### src/rtl/sram_ctrl.sv
// Request/response controller for an asynchronous SRAM: SETUP/ACCESS/HOLD strobe timing.
// Optional byte-enable read-modify-write support under SRAM_CTRL_BYTE_WE_EN.
module sram_ctrl #(
  parameter int ADDR_W      = 18,
  parameter int DATA_W      = 16,
  parameter int WAIT_CYCLES = 2
) (
  input  logic              clk,
  input  logic              rst,
  input  logic              req_valid,
  output logic              req_ready,
  input  logic              req_we,
  input  logic [ADDR_W-1:0] req_addr,
  input  logic [DATA_W-1:0] req_wdata,
`ifdef SRAM_CTRL_BYTE_WE_EN
  input  logic [DATA_W/8-1:0] req_be,
`endif
  output logic              resp_valid,
  output logic [DATA_W-1:0] resp_rdata,
  output logic              sram_cs_n,
  output logic              sram_wr_n,
  output logic              sram_rd_n,
  output logic [ADDR_W-1:0] sram_addr,
  output logic [DATA_W-1:0] sram_dout,
  input  logic [DATA_W-1:0] sram_din,
  output logic              sram_oe
);

  localparam int BE_W = DATA_W / 8;

  if (WAIT_CYCLES < 1 || WAIT_CYCLES > 15) begin : g_bad_wait
    $error("sram_ctrl: WAIT_CYCLES must be in 1..15");
  end

  typedef enum logic [1:0] {IDLE, SETUP, ACCESS, HOLD} state_t;

  state_t            state, nx_state;
  logic [3:0]        cnt, nx_cnt;
  logic              we_q, nx_we;
  logic              rmw_q, nx_rmw;
  logic [DATA_W-1:0] wdata_q, nx_wdata;
  logic [BE_W-1:0]   be_q, nx_be;
  logic [BE_W-1:0]   be;
  logic [DATA_W-1:0] merged;

  logic              nx_ready, nx_resp_valid;
  logic [DATA_W-1:0] nx_resp_rdata, nx_dout;
  logic              nx_cs_n, nx_wr_n, nx_rd_n, nx_oe;
  logic [ADDR_W-1:0] nx_addr;

`ifdef SRAM_CTRL_BYTE_WE_EN
  assign be = req_be;
`else
  assign be = '1;
`endif

  // Enabled bytes from the request, the rest from the word just read.
  always_comb begin
    merged = sram_din;
    for (int i = 0; i < BE_W; i++) begin
      if (be_q[i]) merged[i*8 +: 8] = wdata_q[i*8 +: 8];
    end
  end

  always_comb begin
    nx_state      = state;
    nx_cnt        = cnt;
    nx_we         = we_q;
    nx_rmw        = rmw_q;
    nx_wdata      = wdata_q;
    nx_be         = be_q;
    nx_ready      = 1'b0;
    nx_resp_valid = 1'b0;
    nx_resp_rdata = resp_rdata;
    nx_cs_n       = sram_cs_n;
    nx_wr_n       = sram_wr_n;
    nx_rd_n       = sram_rd_n;
    nx_addr       = sram_addr;
    nx_dout       = sram_dout;
    nx_oe         = sram_oe;
    unique case (state)
      IDLE: begin
        if (rmw_q) begin
          // Turnaround cycle, then the write half of the RMW.
          nx_state = SETUP;
          nx_cs_n  = 1'b0;
          nx_oe    = 1'b1;
          nx_dout  = wdata_q;
          nx_we    = 1'b1;
          nx_rmw   = 1'b0;
        end else begin
          nx_ready = 1'b1;
          if (req_valid && req_ready) begin
            nx_wdata = req_wdata;
            nx_be    = be;
            if (req_we && be == '0) begin
              nx_resp_valid = 1'b1;
            end else begin
              nx_ready = 1'b0;
              nx_state = SETUP;
              nx_cs_n  = 1'b0;
              nx_addr  = req_addr;
              nx_we    = req_we && (&be);
              nx_rmw   = req_we && !(&be);
              nx_oe    = req_we && (&be);
              if (req_we && (&be)) nx_dout = req_wdata;
            end
          end
        end
      end
      SETUP: begin
        nx_state = ACCESS;
        nx_cnt   = 4'(WAIT_CYCLES - 1);
        if (we_q) nx_wr_n = 1'b0;
        else      nx_rd_n = 1'b0;
      end
      ACCESS: begin
        if (cnt == 4'd0) begin
          nx_state = HOLD;
          nx_wr_n  = 1'b1;
          nx_rd_n  = 1'b1;
          if (rmw_q) begin
            nx_wdata = merged;
          end else begin
            nx_resp_valid = 1'b1;
            if (!we_q) nx_resp_rdata = sram_din;
          end
        end else begin
          nx_cnt = cnt - 4'd1;
        end
      end
      HOLD: begin
        nx_state = IDLE;
        nx_cs_n  = 1'b1;
        nx_oe    = 1'b0;
        nx_ready = !rmw_q;
      end
      default: nx_state = IDLE;
    endcase
  end

  always_ff @(posedge clk) begin
    if (rst) begin
      state      <= IDLE;
      cnt        <= '0;
      we_q       <= 1'b0;
      rmw_q      <= 1'b0;
      wdata_q    <= '0;
      be_q       <= '0;
      req_ready  <= 1'b0;
      resp_valid <= 1'b0;
      resp_rdata <= '0;
      sram_cs_n  <= 1'b1;
      sram_wr_n  <= 1'b1;
      sram_rd_n  <= 1'b1;
      sram_addr  <= '0;
      sram_dout  <= '0;
      sram_oe    <= 1'b0;
    end else begin
      state      <= nx_state;
      cnt        <= nx_cnt;
      we_q       <= nx_we;
      rmw_q      <= nx_rmw;
      wdata_q    <= nx_wdata;
      be_q       <= nx_be;
      req_ready  <= nx_ready;
      resp_valid <= nx_resp_valid;
      resp_rdata <= nx_resp_rdata;
      sram_cs_n  <= nx_cs_n;
      sram_wr_n  <= nx_wr_n;
      sram_rd_n  <= nx_rd_n;
      sram_addr  <= nx_addr;
      sram_dout  <= nx_dout;
      sram_oe    <= nx_oe;
    end
  end

endmodule
### config.mk
export PLATFORM = sky130hd
export DESIGN_NAME = sram_ctrl
export DESIGN_NICKNAME = d
export VERILOG_FILES = /design/src/rtl/sram_ctrl.sv
export SDC_FILE = /design/constraint.sdc
export NUM_CORES = 1
export LEC_CHECK = 0
export CORE_MARGIN = 2
export CORE_UTILIZATION = 42
export DETAILED_ROUTE_END_ITERATION = 8
export GPL_ROUTABILITY_DRIVEN = 1
export PLACE_DENSITY = 0.79
export SYNTH_ARGS = -nofsm -noshare
export SYNTH_HDL_FRONTEND = slang
export SYNTH_SLANG_ARGS = --single-unit
### constraint.sdc
create_clock -name clk -period 1.8 [get_ports clk]
set_input_delay 0.36 -clock clk [delete_from_list [all_inputs] [get_ports clk]]
set_output_delay 0.36 -clock clk [all_outputs]
set_load 0.02 [all_outputs]
Word-level counts from Yosys, hierarchy flattened
Index checks and enable logic that the tools add are counted.
{"block": "word_totals", "register_bits": 63, "input_bits": 54, "output_inout_bits": 56, "word_cells": 56}
{"block": "classes", "addsub": 1, "n_eq_ne": 8, "mux": 18, "n_bitwise": 3, "n_reduce_logical": 14}
{"op": "$mux W16", "count": 2}
{"op": "$reduce_and A3 Y1", "count": 4}
{"op": "$ne A2 B2 Y1 const B", "count": 5}
{"op": "$pmux W1 S2", "count": 5}
{"op": "$pmux W2 S4", "count": 1}
{"op": "$pmux W4 S2", "count": 1}
{"op": "$reduce_and A2 Y1", "count": 4}
{"op": "$mux W1", "count": 6}
{"op": "$eq A2 B2 Y1 const B", "count": 2}
{"op": "$logic_not A4 Y1", "count": 1}
{"op": "$mux W2", "count": 2}
{"op": "$mux W4", "count": 1}
{"op": "$reduce_bool A2 Y1", "count": 2}
{"op": "$sub A4 B1 Y4 const B", "count": 1}
{"op": "$not A1 Y1", "count": 3}
{"op": "$reduce_or A3 Y1", "count": 1}
{"op": "$eq A2 B1 Y1 const B", "count": 1}
{"op": "$logic_not A2 Y1", "count": 1}
{"op": "$logic_and A1 B1 Y1", "count": 1}

Depth between registers and ports, before layout
Gate-level depths: netlist of run 1.
{"block": "logic_depth", "word_depth": 3, "mapped_depth": 7, "depth_no_buf": 5}

Worst setup path before layout of run 1
OpenSTA, ideal clock, no wires.
{"block": "synth_timing", "path_type": "reg-to-reg", "start": "reg state[0]", "end": "reg sram_rd_n", "setup_time_ns": 0.120, "t_arrival_ns": 1.335, "t_required_ns": 1.680, "path_slack_ns": 0.345, "path_stages_with_launch": 7, "path_buffers": 1, "synth_period_minus_slack_ns": 1.455, "cell_sequence": "dfxtp_1 -> inv_1 -> ha_1 -> buf_4 -> nand2b_1 -> or3_1 -> o31a_1"}
{"block": "synth_via", "elab_cells_between_ends": 7, "cone_classes": "4 x eq/ne; 1 x mux; 2 x reduce/logical"}
{"item": "from (decl)", "line": "37", "rtl": "state_t state, nx_state;"}
{"item": "from (signal assigned)", "line": "160", "rtl": "state <= nx_state;"}
{"item": "$eq A2 B2 Y1 / $eq A2 B1 Y1 (equally long branches)", "line": "81", "rtl": "unique case (state)"}
{"item": "$pmux W1 S2 (*)", "line": "81"}
{"item": "net nx_rd_n", "line": "48", "rtl": "logic nx_cs_n, nx_wr_n, nx_rd_n, nx_oe;"}
{"item": "to (signal assigned)", "line": "171", "rtl": "sram_rd_n <= nx_rd_n;"}
{"item": "to (decl)", "line": "22", "rtl": "output logic sram_rd_n,"}
The timed path passes the listed nets; every way through them passes the cells marked *.
A chain may end at the register's enable or synchronous reset.

Worst setup path after layout of run 1
{"block": "layout_timing", "start": "reg req_ready", "end": "out req_ready"}
{"item": "from (decl)", "line": "11", "rtl": "output logic req_ready,"}
{"item": "from (signal assigned)", "line": "166", "rtl": "req_ready <= nx_ready;"}
No word-level cell between the ends.

==> metrics, run 1 <==
Crit path max-delay family buffers and inverters; Avg Cell Area, Syn 8.728 sq um; register bit count reported by yosys 63; slowest stage cell, crit path clkdlybuf4s50_1; Pins Over Slew Limit 0; CTS Buffer Depth 2; Yosys warning count 0; f_max 576.0 MHz; critical path peak fanout 6; combinational power share 0.343; vias in the first global route 2108; Residual DRC 0; RSZ-0062 raised after global routing no; clock transition at the registers of the reported paths 0.06 ns; DP HPWL 4339 um; Die W 81.50 um; routed vias/inst 4.787; Post-CTS Resized 0; DR iter-0 viols 54; antenna diode count 0; Max VDD drop 0.6322 mV; syn nets 350; Post-synth ARST share 0; type of the worst setup path flop to primary output; core area 0.005851 sq mm; clock root buffer clkbuf_8; Top Ports 110; Post-synth EDFFs 0; worst min path class input port to flop; die area 0.006641 sq mm; cell area after synthesis 0.002522 sq mm; largest cells by area after synthesis dfxtp_1 (50%), nand2_1 (15%), a21oi_1 (7.5%); Setup WS pre-CTS 0.04810 ns; Cells after Synth 289; worst path arrival time 1.38 ns; GP Congestion 0.7329; CTS tree built; setup violators final 0; later-pin clock latency in the skew report 0.33 ns; worst path cell trace clkdlybuf4s50_1; total gr overflow 0; number of CTS-inserted buffers 9; die height 81.50 um; crit path buf inv count 1; Clk pwr share 0.277; Slew HR 0.6346; Seq pwr share 0.381; first-pass GRT wire length 9308 um; Post-CTS Setup Inserts 0; pin count of the biggest net entering global routing 38; Least-Margin Pin Slew 0.5474 ns; max capacitance violation total 0; max incr delay on CP 0.65 ns; commonest non-fill, non-tap cells in the layout clkdlybuf4s50_1 (108), nand2_1 (102), dfxtp_1 (63); most common flop cell mapped by yosys dfxtp_1; Yosys top cell area share 0.5000; First-pass DRT Iterations 4; Starting Density 0.4311; Hold Path Origin rst; WL per Instance 12.69 um; Setup TNS 0 ns; crit start category flop; Net Sw Frac 0.3169; most common cell after layout, fill and taps aside clkdlybuf4s50_1; register area share after synthesis 0.5000; initial antenna violation count 0; Crit path required time 1.44 ns; Clock Skews 0.005863 ns; layout cells sized above 1 0.07921; site row count 28; most area-hungry cell type in the Yosys netlist dfxtp_1; H-tree levels 3; Final #Nets 460; pwr/cell area 1167 mW/mm^2; critical path endpoint category primary output; Final WS setup 0.06385 ns; fin crit period 1.736 ns; post-route ant nets 0; DRT Wirelength 6077 um; # port buffers 109; Final Hold Vio Count 0; Internal Power 3.093 mW; Vias 2293; CTS Hold Bufs 0; CP startpoint req_ready$_SDFF_PP0_; area grow syn2layout 53.77%; Yosys cell types 35; Switching Power 1.435 mW; reg-to-reg startpoint state[0]$_SDFFE_PP0P_; leak pwr 1.390 nW; gr usage total 0.1824; status finished, final reports clean; TritonCTS Sinks 63; fin crit share 0.9645
## layer usage
layer | up-vias | wire [um] | global-route usage
li1 | 1179 | - | -
met1 | 1014 | 2645 | 0.2060
met2 | 90 | 2708 | 0.2943
met3 | 10 | 635 | 0.08462
met4 | 0 | 87 | 0.08136
met5 | - | 0 | 0
## power by group through the flow
stage	sequential (mW)	combinational (mW)	clock, mW
after detailed placement	1.75	1.55	0
after CTS	1.73	1.56	1.28
after floorplan	1.93	0.785	0
final	1.72	1.55	1.25
after global placement	1.75	1.51	0
after global routing	1.75	1.68	1.35
## synthesized netlist by cell type, types with 2 or more instances
library cell	instances
nand2_1	102
dfxtp_1	63
a21oi_1	38
mux2i_1	19
ha_1	7
clkbuf_1	6
nand3_1	6
inv_1	5
buf_2	4
buf_4	4
or3_1	4
nor2_1	3
a311oi_1	2
buf_1	2
inv_2	2
nand2b_1	2
o211ai_1	2
## registers in the layout (all words and copies together) (netlist names)
register,cells
we_q,1
sram_oe,1
cnt,4
resp_rdata,16
sram_dout,16
sram_wr_n,1
state,2
sram_rd_n,1
sram_cs_n,1
sram_addr,18
req_ready,1
resp_valid,1
## kinds of logic (layout without fill, tap and decap cells)
| family | count (synthesis) | after routing | synth area share |
|---|---|---|---|
| flops | 63 | 63 | 0.5000 |
| mux | 19 | 19 | 0.07540 |
| compound gates | 50 | 50 | 0.1156 |
| buf+inv | 24 | 139 | 0.05010 |
| fa+ha+maj | 7 | 7 | 0.03472 |
| simple gates | 126 | 126 | 0.2242 |
## cell type report
class / count / area [sq um]
timing repair buffer: 116 / 1151
clock buffer: 13 / 168.9
clock inverter: 3 / 40.04
inverter: 7 / 26.28
multi-input combinational: 202 / 1137
sequential: 63 / 1261
tap: 75 / 93.84
fill: 484 / 1972
## per-stage QoR
| stage | hold slack, ns | util | std cells | cell area, sq um | power [mW] |
|---|---|---|---|---|---|
| 4_1_cts | 0.3324 | 0.6625 | 479 | 3876 | 4.570 |
| 6_report | 0.3386 | 0.6630 | 479 | 3879 | 4.527 |
| 3_5_place_dp | 0.4467 | 0.6268 | 463 | 3667 | 3.302 |
| 3_3_place_gp | 0.4411 | 0.6268 | 463 | 3667 | 3.262 |
| 2_1_floorplan | 0.4709 | - | 289 | 2522 | 2.718 |
| 5_1_grt | 0.3487 | 0.6630 | 479 | 3879 | 4.777 |
## final timing paths
kind	endpoint	slack [ns]	cells past startpoint
max	req_ready	0.06	1
max reg2reg	resp_rdata[4]$_SDFFE_PP0P_	0.17	5
min	cnt[1]$_SDFFE_PP0P_	0.34	2
min reg2reg	sram_dout[7]$_SDFFE_PP0P_	0.45	2
No activity file was read; power rests on OpenSTA's default activity.
==> run 2, diff against run 1 <==
--- a/config.mk
+++ b/config.mk
@@ -5,10 +5,13 @@
 export SDC_FILE = /design/constraint.sdc
 export NUM_CORES = 1
 export LEC_CHECK = 0
+export CELL_PAD_IN_SITES_DETAIL_PLACEMENT = 1
+export CELL_PAD_IN_SITES_GLOBAL_PLACEMENT = 1
 export CORE_MARGIN = 2
-export CORE_UTILIZATION = 42
+export CORE_UTILIZATION = 30
 export DETAILED_ROUTE_END_ITERATION = 8
 export GPL_ROUTABILITY_DRIVEN = 1
+export HOLD_SLACK_MARGIN = 0.03
 export PLACE_DENSITY = 0.79
 export SYNTH_ARGS = -nofsm -noshare
 export SYNTH_HDL_FRONTEND = slang
==> run 2 against run 1 <==
Sequential cell count did not move. Sequential share of layout area fell by 0.28 points. Clock skew fell by 0.0015 ns. Design area rose by 0.87%. Total power rose by 0.36%.
==> metrics, run 2 (synthesis results as in run 1) <==
status finished, final reports clean; H-tree levels 3; pin count of the biggest net entering global routing 38; post-route ant nets 0; worst path cell trace clkdlybuf4s50_1; placed cells 494; GP Congestion 0.7426; site row count 33; clock root buffer clkbuf_8; critical path peak fanout 6; Pins Over Slew Limit 0; DR iter-0 viols 50; crit path buf inv count 1; # port buffers 109; DRT Wirelength 7095 um; f_max 575.4 MHz; Final WS setup 0.06220 ns; pwr/cell area 1161 mW/mm^2; Least-Margin Pin Slew 0.5496 ns; Finished Layout Cells 509; Post-CTS Resized 0; vias in the first global route 2516; Largest regs sram_addr: 18 flops, resp_rdata: 16 flops, sram_dout: 16 flops; most flop-heavy register sram_addr; FILL cells 951; type of the worst setup path flop to primary output; number of CTS-inserted buffers 9; layout cells sized above 1 0.07921; Crit path max-delay family buffers and inverters; Setup WS pre-CTS 0.1172 ns; Vias 2366; later-pin clock latency in the skew report 0.33 ns; Clock Skews 0.004327 ns; final instance area 0.003913 sq mm; Crit path required time 1.44 ns; worst min path class input port to flop; Setup TNS 0 ns; TritonCTS Sinks 63; most common cell after layout, fill and taps aside clkdlybuf4s50_1; leak pwr 1.386 nW; CTS Buffer Depth 2; RSZ-0062 raised after global routing no; die area 0.009158 sq mm; worst path arrival time 1.38 ns; gr usage total 0.1594; clock transition at the registers of the reported paths 0.06 ns; critical path endpoint category primary output; CTS tree built; Post-CTS Setup Inserts 0; routed vias/inst 4.648; slowest stage cell, crit path clkdlybuf4s50_1; Final #Nets 461; Max VDD drop 0.4227 mV; First-pass DRT Iterations 4; DP Area 0.003712 sq mm; Top Ports 110; die height 95.70 um; Slew HR 0.6331; antenna diode count 0; Starting Density 0.3085; Final Hold Vio Count 0; fin crit share 0.9654; max incr delay on CP 0.66 ns; crit start category flop; WL per Instance 13.94 um; total gr overflow 0; initial antenna violation count 0; fin crit period 1.738 ns; max capacitance violation total 0; setup violators final 0; area grow syn2layout 55.11%; commonest non-fill, non-tap cells in the layout clkdlybuf4s50_1 (108), nand2_1 (102), dfxtp_1 (63); CTS Hold Bufs 0; max FFs per register 18; core area 0.008175 sq mm; Die W 95.70 um; DP HPWL 5195 um; Residual DRC 0; first-pass GRT wire length 11340 um
==> run 2: cell types whose count changed in the layout (fill, tap and decap cells not counted) <==
cell and delta:
buf_4 +1, clkinv_2 -1, clkinvlp_4 +1, clkbuf_8 -1
==> run 2: where the power goes <==
part / leakage [nW] / switching (mW) / total (mW) / internal (mW)
combinational: 0.777 / 0.828 / 1.59 / 0.757
clock: 0.0985 / 0.518 / 1.22 / 0.706
sequential: 0.511 / 0.140 / 1.73 / 1.59
total: 1.39 / 1.49 / 4.54 / 3.06
==> run 2: metrics by stage <==
step | power, mW | utilization | hold WS (ns)
floorplan | 2.718 | - | 0.4709
global placement | 3.302 | 0.4541 | 0.4420
detailed placement | 3.354 | 0.4541 | 0.4473
CTS | 4.603 | 0.4783 | 0.3339
global route | 4.825 | 0.4786 | 0.3496
finish | 4.543 | 0.4786 | 0.3494
==> run 2: path summary, 6_finish.rpt <==
kind	end	from	depth (start not counted)	slack [ns]
min reg2reg	sram_dout[2]$_SDFFE_PP0P_	sram_dout[2]$_SDFFE_PP0P_	2	0.45
min	resp_valid$_SDFF_PP0_	rst	2	0.35
max	req_ready	req_ready$_SDFF_PP0_	1	0.06
max reg2reg	resp_rdata[10]$_SDFFE_PP0P_	state[0]$_SDFFE_PP0P_	5	0.19
==> run 2: metal layers <==
layer	track usage	vias to the layer above	wire [um]	part of all wire
met5	0	-	0	0
met3	0.04542	8	548	0.077
met1	0.1884	1092	3214	0.45
met4	0.06071	0	87	0.012
met2	0.2733	86	3245	0.46
li1	-	1180	-	-
==> run 2: cell type report <==
cell class,count,area (sq um),share of cell area
clock buffer,12,155.1,0.03965
multi-input combinational,202,1137,0.2907
inverter,7,26.28,0.006716
timing repair buffer,117,1159,0.2961
tap,105,131.4,0.03358
clock inverter,3,42.54,0.01087
sequential,63,1261,0.3224
